**src/rtl/npu_cfg_pkg.sv**
```systemverilog
// Shared definitions for the SSFR configuration frame receiver.
//   state_t      : frame parser states
//   err_cause_t  : reason for an ERR pulse (debug visibility)
//   SSFR_RST_VAL : SSFR reset value; DA/DB reset halves derive from it
//   SYNC_DEF / CMD_WR_DEF : default frame marker and write command code
package npu_cfg_pkg;

  typedef enum logic [2:0] {
    IDLE,
    S_CMD,
    S_A,
    S_B,
    S_CHK,
    COMMIT
  } state_t;

  typedef enum logic [1:0] {
    CAUSE_NONE,
    CAUSE_BAD_CMD,
    CAUSE_BAD_CHK,
    CAUSE_TIMEOUT
  } err_cause_t;

  localparam logic [15:0] SSFR_RST_VAL = 16'h2280;
  localparam logic [7:0]  DA_RST       = SSFR_RST_VAL[15:8];
  localparam logic [7:0]  DB_RST       = SSFR_RST_VAL[7:0];

  localparam logic [7:0]  SYNC_DEF     = 8'hA5;
  localparam logic [7:0]  CMD_WR_DEF   = 8'h01;

endpackage

```
**src/rtl/cfg_timeout_ctr.sv**
```systemverilog
// Inter-byte idle counter for the frame receiver.
// Ports:
//   CLKEXT   : clock
//   RST      : synchronous active-high reset
//   clr      : clear counter to zero (highest priority after reset)
//   load     : load counter with load_val
//   load_val : value to load
//   inc      : count one idle cycle
//   expired  : this idle cycle is the LIMIT-th in a row (combinational);
//              never asserts when LIMIT is 0
module cfg_timeout_ctr #(
  parameter int unsigned TO_W  = 16,
  parameter int unsigned LIMIT = 1000
) (
  input  logic            CLKEXT,
  input  logic            RST,
  input  logic            clr,
  input  logic            load,
  input  logic [TO_W-1:0] load_val,
  input  logic            inc,
  output logic            expired
);

  // Expiry is flagged while the count still shows LIMIT-1, so the cycle that
  // completes LIMIT idle cycles is the one that reports it.
  localparam logic [TO_W-1:0] LAST = TO_W'(LIMIT - 1);

  logic [TO_W-1:0] cnt;

  always_ff @(posedge CLKEXT) begin
    if (RST || clr) begin
      cnt <= '0;
    end else if (load) begin
      cnt <= load_val;
    end else if (inc && (cnt != '1)) begin
      cnt <= cnt + TO_W'(1);
    end
  end

  assign expired = (LIMIT != 0) && inc && (cnt == LAST);

endmodule

```
**src/rtl/cfg_frame_rx.sv**
```systemverilog
// Byte-serial configuration frame receiver feeding the SSFR.
// Hunts SYNC_BYTE, parses a write frame and, on success, loads DA/DB and
// pulses EN_CONFIG for one cycle so the SSFR captures {DA, DB}.
// Build option: define CFG_FRAME_CHK_EN for the 5-byte frame
// (SYNC, CMD, A, B, CHK with CHK = CMD ^ A ^ B). Without it the frame is
// 4 bytes (SYNC, CMD, A, B) and no checksum is checked.
// Ports:
//   CLKEXT, RST        : clock, synchronous active-high reset
//   RX_DATA, RX_VALID  : incoming byte stream
//   RX_READY           : byte accepted (low only during the commit cycle)
//   DA, DB             : payload bytes, registered, held between commits
//   EN_CONFIG          : one-cycle SSFR load strobe
//   BUSY               : parser is not idle
//   ERR, ERR_CNT       : one-cycle error pulse, saturating error count
module cfg_frame_rx
  import npu_cfg_pkg::*;
#(
  parameter logic [7:0]  SYNC_BYTE = SYNC_DEF,
  parameter logic [7:0]  CMD_WR    = CMD_WR_DEF,
  parameter int unsigned TIMEOUT   = 1000,
  parameter int unsigned TO_W      = 16
) (
  input  logic       CLKEXT,
  input  logic       RST,
  input  logic [7:0] RX_DATA,
  input  logic       RX_VALID,
  output logic       RX_READY,
  output logic [7:0] DA,
  output logic [7:0] DB,
  output logic       EN_CONFIG,
  output logic       BUSY,
  output logic       ERR,
  output logic [7:0] ERR_CNT
);

  state_t     state, state_nxt;
  err_cause_t cause;
  logic       hs;
  logic       in_frame;
  logic       to_exp;
  logic [7:0] shadow_a;
  logic [7:0] db_load;
`ifdef CFG_FRAME_CHK_EN
  logic [7:0] shadow_b;
`endif

  assign hs       = RX_VALID & RX_READY;
  assign in_frame = (state != IDLE) && (state != COMMIT);

  assign RX_READY  = (state != COMMIT);
  assign EN_CONFIG = (state == COMMIT);
  assign BUSY      = (state != IDLE);

  // Idle timer only runs between bytes inside a frame; any handshake
  // restarts it, so a byte arriving on the expiry cycle wins.
  cfg_timeout_ctr #(
    .TO_W  (TO_W),
    .LIMIT (TIMEOUT)
  ) u_to (
    .CLKEXT   (CLKEXT),
    .RST      (RST),
    .clr      (hs | ~in_frame),
    .load     (1'b0),
    .load_val ('0),
    .inc      (in_frame & ~hs),
    .expired  (to_exp)
  );

  always_comb begin
    state_nxt = state;
    cause     = CAUSE_NONE;
    case (state)
      IDLE: begin
        if (hs && (RX_DATA == SYNC_BYTE)) state_nxt = S_CMD;
      end
      S_CMD: begin
        if (hs) begin
          if (RX_DATA == CMD_WR) begin
            state_nxt = S_A;
          end else begin
            cause     = CAUSE_BAD_CMD;
            state_nxt = IDLE;
          end
        end
      end
      S_A: begin
        if (hs) state_nxt = S_B;
      end
      S_B: begin
        if (hs) begin
`ifdef CFG_FRAME_CHK_EN
          state_nxt = S_CHK;
`else
          state_nxt = COMMIT;
`endif
        end
      end
`ifdef CFG_FRAME_CHK_EN
      S_CHK: begin
        if (hs) begin
          if (RX_DATA == (CMD_WR ^ shadow_a ^ shadow_b)) begin
            state_nxt = COMMIT;
          end else begin
            cause     = CAUSE_BAD_CHK;
            state_nxt = IDLE;
          end
        end
      end
`endif
      COMMIT:  state_nxt = IDLE;
      default: state_nxt = IDLE;
    endcase
    // Expiry is only raised on a cycle without a handshake, so it never
    // collides with a byte-driven transition above.
    if (to_exp) begin
      cause     = CAUSE_TIMEOUT;
      state_nxt = IDLE;
    end
  end

  // Without the checksum stage the B byte goes straight to the payload
  // register on the same edge that enters COMMIT.
`ifdef CFG_FRAME_CHK_EN
  assign db_load = shadow_b;
`else
  assign db_load = RX_DATA;
`endif

  always_ff @(posedge CLKEXT) begin
    if (RST) begin
      state   <= IDLE;
      DA      <= DA_RST;
      DB      <= DB_RST;
      ERR     <= 1'b0;
      ERR_CNT <= 8'd0;
    end else begin
      state <= state_nxt;
      ERR   <= (cause != CAUSE_NONE);
      if ((cause != CAUSE_NONE) && (ERR_CNT != 8'hFF)) begin
        ERR_CNT <= ERR_CNT + 8'd1;
      end
      // COMMIT always exits to IDLE, so this fires only on entry.
      if (state_nxt == COMMIT) begin
        DA <= shadow_a;
        DB <= db_load;
      end
    end
  end

  // Payload shadows are pure data and need no reset.
  always_ff @(posedge CLKEXT) begin
    if (hs && (state == S_A)) shadow_a <= RX_DATA;
`ifdef CFG_FRAME_CHK_EN
    if (hs && (state == S_B)) shadow_b <= RX_DATA;
`endif
  end

endmodule

```
**config.mk**
```make
export PLATFORM = sky130hd
export DESIGN_NAME = cfg_frame_rx
export DESIGN_NICKNAME = d
export VERILOG_FILES = /design/src/rtl/npu_cfg_pkg.sv /design/src/rtl/cfg_timeout_ctr.sv /design/src/rtl/cfg_frame_rx.sv
export SDC_FILE = /design/constraint.sdc
export NUM_CORES = 1
export LEC_CHECK = 0
export ABC_AREA = 1
export CAP_MARGIN = 20
export CORE_MARGIN = 8
export CORE_UTILIZATION = 35
export DETAILED_ROUTE_END_ITERATION = 8
export GPL_TIMING_DRIVEN = 0
export PLACE_DENSITY_LB_ADDON = 0.05
export SLEW_MARGIN = 15
export SYNTH_ARGS = -nofsm -noshare
export SYNTH_HDL_FRONTEND = slang
export SYNTH_SLANG_ARGS = --single-unit
```
**constraint.sdc**
```tcl
create_clock -name CLKEXT -period 2.1 [get_ports CLKEXT]
set_clock_uncertainty 0.15 [all_clocks]
set_input_delay 0.21 -clock CLKEXT [delete_from_list [all_inputs] [get_ports CLKEXT]]
set_output_delay 0.21 -clock CLKEXT [all_outputs]
set_load 0.02 [all_outputs]
```
==> impl_metrics.json, run 1 <==
{
  "worst-path-max-fanout": 4,
  "cts_setup_buffers": 0,
  "finalSetupViolCount": 0,
  "syn_avg_cell_area_um2": 7.46,
  "cp-startpoint": "state[2]",
  "status": "finished clean",
  "root_buffer": "clkbuf_8",
  "antenna_found_initial": 0,
  "cp.required_ns": 1.74,
  "syn_area_um2": 2510,
  "grt_max_degree": 18,
  "cp.arrival_ns": 1.50,
  "fin_nets": 396,
  "ys_seq_area_share_pct": 44.6,
  "syn2layout_area_growth_pct": 24.1,
  "viasPerCell": 4.52,
  "cts.path.max_buffers": 2,
  "initial_core_util_pct": 35.4,
  "cts_buffers": 5,
  "hold_path_depth": 2,
  "fmax_ghz": 0.539,
  "yosysMostFrequentCell": "nand2_1",
  "grt_util_all_layers_pct": 12.4,
  "cpPeakStageDelay_ns": 0.61,
  "ys_types": 28,
  "antenna_cells": 0,
  "critical_path.endpoint": "BUSY",
  "slew_headroom_pct": 56.3,
  "hold_ws_ns": 0.316,
  "clk_latency_ns": 0.31,
  "finalHoldViolCount": 0,
  "grt-ovfl-total": 0,
  "syn-instance-count": 337,
  "die_h_um": 101,
  "drc": 0,
  "r2r_end": "shadow_a[6]",
  "synthArstFlopShare_pct": 0,
  "numClockSinks": 52,
  "grt_pass1_wl_um": 9980,
  "clk_pin_slew_worst_paths_ns": 0.10,
  "num_rows": 31,
  "period_share_pct": 88.4,
  "post_dp_cell_area_um2": 3030,
  "endpoint_kind": "output pin",
  "slew_violations": 0,
  "drive_gt1_share_pct": 11.2,
  "worstPathCellList": "inv_2 > nand3_2 > clkdlybuf4s50_1",
  "ant_nets": 0,
  "via_count": 2185,
  "peakVddDrop_mv": 0.201,
  "htreeDepth": 2,
  "grt_pass1_vias": 2118,
  "drt-total-wl_um": 5980,
  "reg2reg_slack_ns": 0.30,
  "post-route-util_pct": 44.0,
  "ys_ff_latch": 52,
  "rsz0062_at_grt": "no",
  "cts_resized": 0,
  "post-route-min-period_ns": 1.86,
  "port_buffers": 38,
  "final_area_um2": 3120,
  "synth_fp_nets": 350,
  "max_cap_viol_count": 0,
  "yosys.area.top_type": "dfxtp_1",
  "synth_area_leaders": "dfxtp_1, nand2_1, edfxtp_1, nor2_1, inv_1",
  "setup.worst_path.start_class": "flip-flop",
  "first_iter_violations": 83,
  "worst_r2r_path_depth": 5,
  "tightest_slew_ns": 0.650,
  "gp_congestion": 0.787,
  "reg2reg_from": "state[1]",
  "dp_hpwl_um": 4580,
  "yosys_warnings": 0,
  "ios": 39,
  "hp-start": "shadow_a[1]",
  "synthTopCellsByCount": "nand2_1, dfxtp_1, nor2_1",
  "hold_path_class": "reg -> reg",
  "wire_per_inst_um": 12.4,
  "die_area_um2": 10200,
  "power_density_nw_per_um2": 554,
  "cpMaxStageDelayCell": "clkdlybuf4s50_1",
  "firstDrtPassIters": 5,
  "tritoncts": "yes",
  "die_x_um": 101,
  "p_leak_uw": 0.00123,
  "path_class": "reg -> out",
  "synthFlopType": "dfxtp_1",
  "yosysTopAreaCellShare_pct": 35.0,
  "core_area_um2": 7100,
  "cts_hold_buf": 0,
  "synth_edf_count": 8
}
[registers in the layout (all words and copies together), names as in the netlist]
register  count
state         3
u_to.cnt     16
DB            8
ERR           1
DA            8
shadow_a      8
ERR_CNT       8
[stage by stage]
step | power [uW] | setup TNS [ns] | setup slack [ns] | instances
after CTS | 1760 | 0 | 0.0143 | 483
after global placement | 1150 | -2.58 | -0.323 | 474
after global routing | 1810 | 0 | 0.130 | 483
after floorplan | 1100 | 0 | 0.426 | 337
after detailed placement | 1150 | -0.344 | -0.0688 | 475
final | 1730 | 0 | 0.244 | 483
[routing by layer]
layer / share of wire (%) / routed length, um / track usage [%] / up-vias
met2: 42 / 2520 / 18.8 / 40
met4: 0.89 / 53 / 3.49 / 0
met5: 0 / 0 / 0 / -
li1: - / - / - / 1167
met3: 4.5 / 272 / 3.31 / 4
met1: 52 / 3140 / 16.7 / 974
[layout make-up]
type	count	area, um2
Fill cell	757	3980
Multi-Input combinational cell	236	1190
Sequential cell	52	1120
Timing Repair Buffer	39	390
Inverter	40	150
Tap cell	99	124
Clock buffer	5	68.8
Buffer	9	55.1
Clock inverter	3	22.5
[where the power goes]
group	switching (uW)	internal (uW)	leakage, uW
combinational	60.3	44.1	0.000749
sequential	5.27	1020	0.000427
clock	362	240	0.0000485
[how the worst min path moves through the flow]
stage	slack, ns	end
finish	0.32	DA[1]
global route	0.32	shadow_a[3]
CTS	0.31	shadow_a[3]
detailed placement	0.30	DA[1]
global placement	0.29	DA[5]
floorplan	0.16	shadow_a[0]
[cell families after synthesis]
| group | count (synthesis) | share of synthesized area, % |
|---|---|---|
| compound gates | 49 | 11.0 |
| fa+ha+maj | 2 | 0.995 |
| flops | 52 | 44.6 |
| xor+xnor | 11 | 3.83 |
| simple gates | 174 | 31.4 |
| buf+inv | 49 | 8.16 |
[critical path: cells and delay by family (launching register included)]
family | cells | cell delay, ns
buffers and inverters | 2 | 0.67
and+or+nand+nor | 1 | 0.08
DFF | 1 | 0.44
[cells in the final DEF, fill, tap and decap left out, drive strengths merged]
cell type      count
a21oi             32
buf                6
clkbuf             9
clkdlybuf4s50     37
clkinv             2
dfxtp             44
dlymetal6s2s       1
edfxtp             8
ha                 2
inv               41
nand2             80
nand3             30
nand4              7
nor2              49
nor3               7
o21a               1
o21ai             16
or2                1
xnor2              4
xor2               7
(Power assumes the default switching activity.)
==> run 2: changes to the inputs <==
Settings changed: CTS_CLUSTER_DIAMETER from default to 100, HOLD_SLACK_MARGIN from default to 0.03.
==> results of run 2 <==
Same layout as run 1: the final DEF is identical, and so are final timing and power.
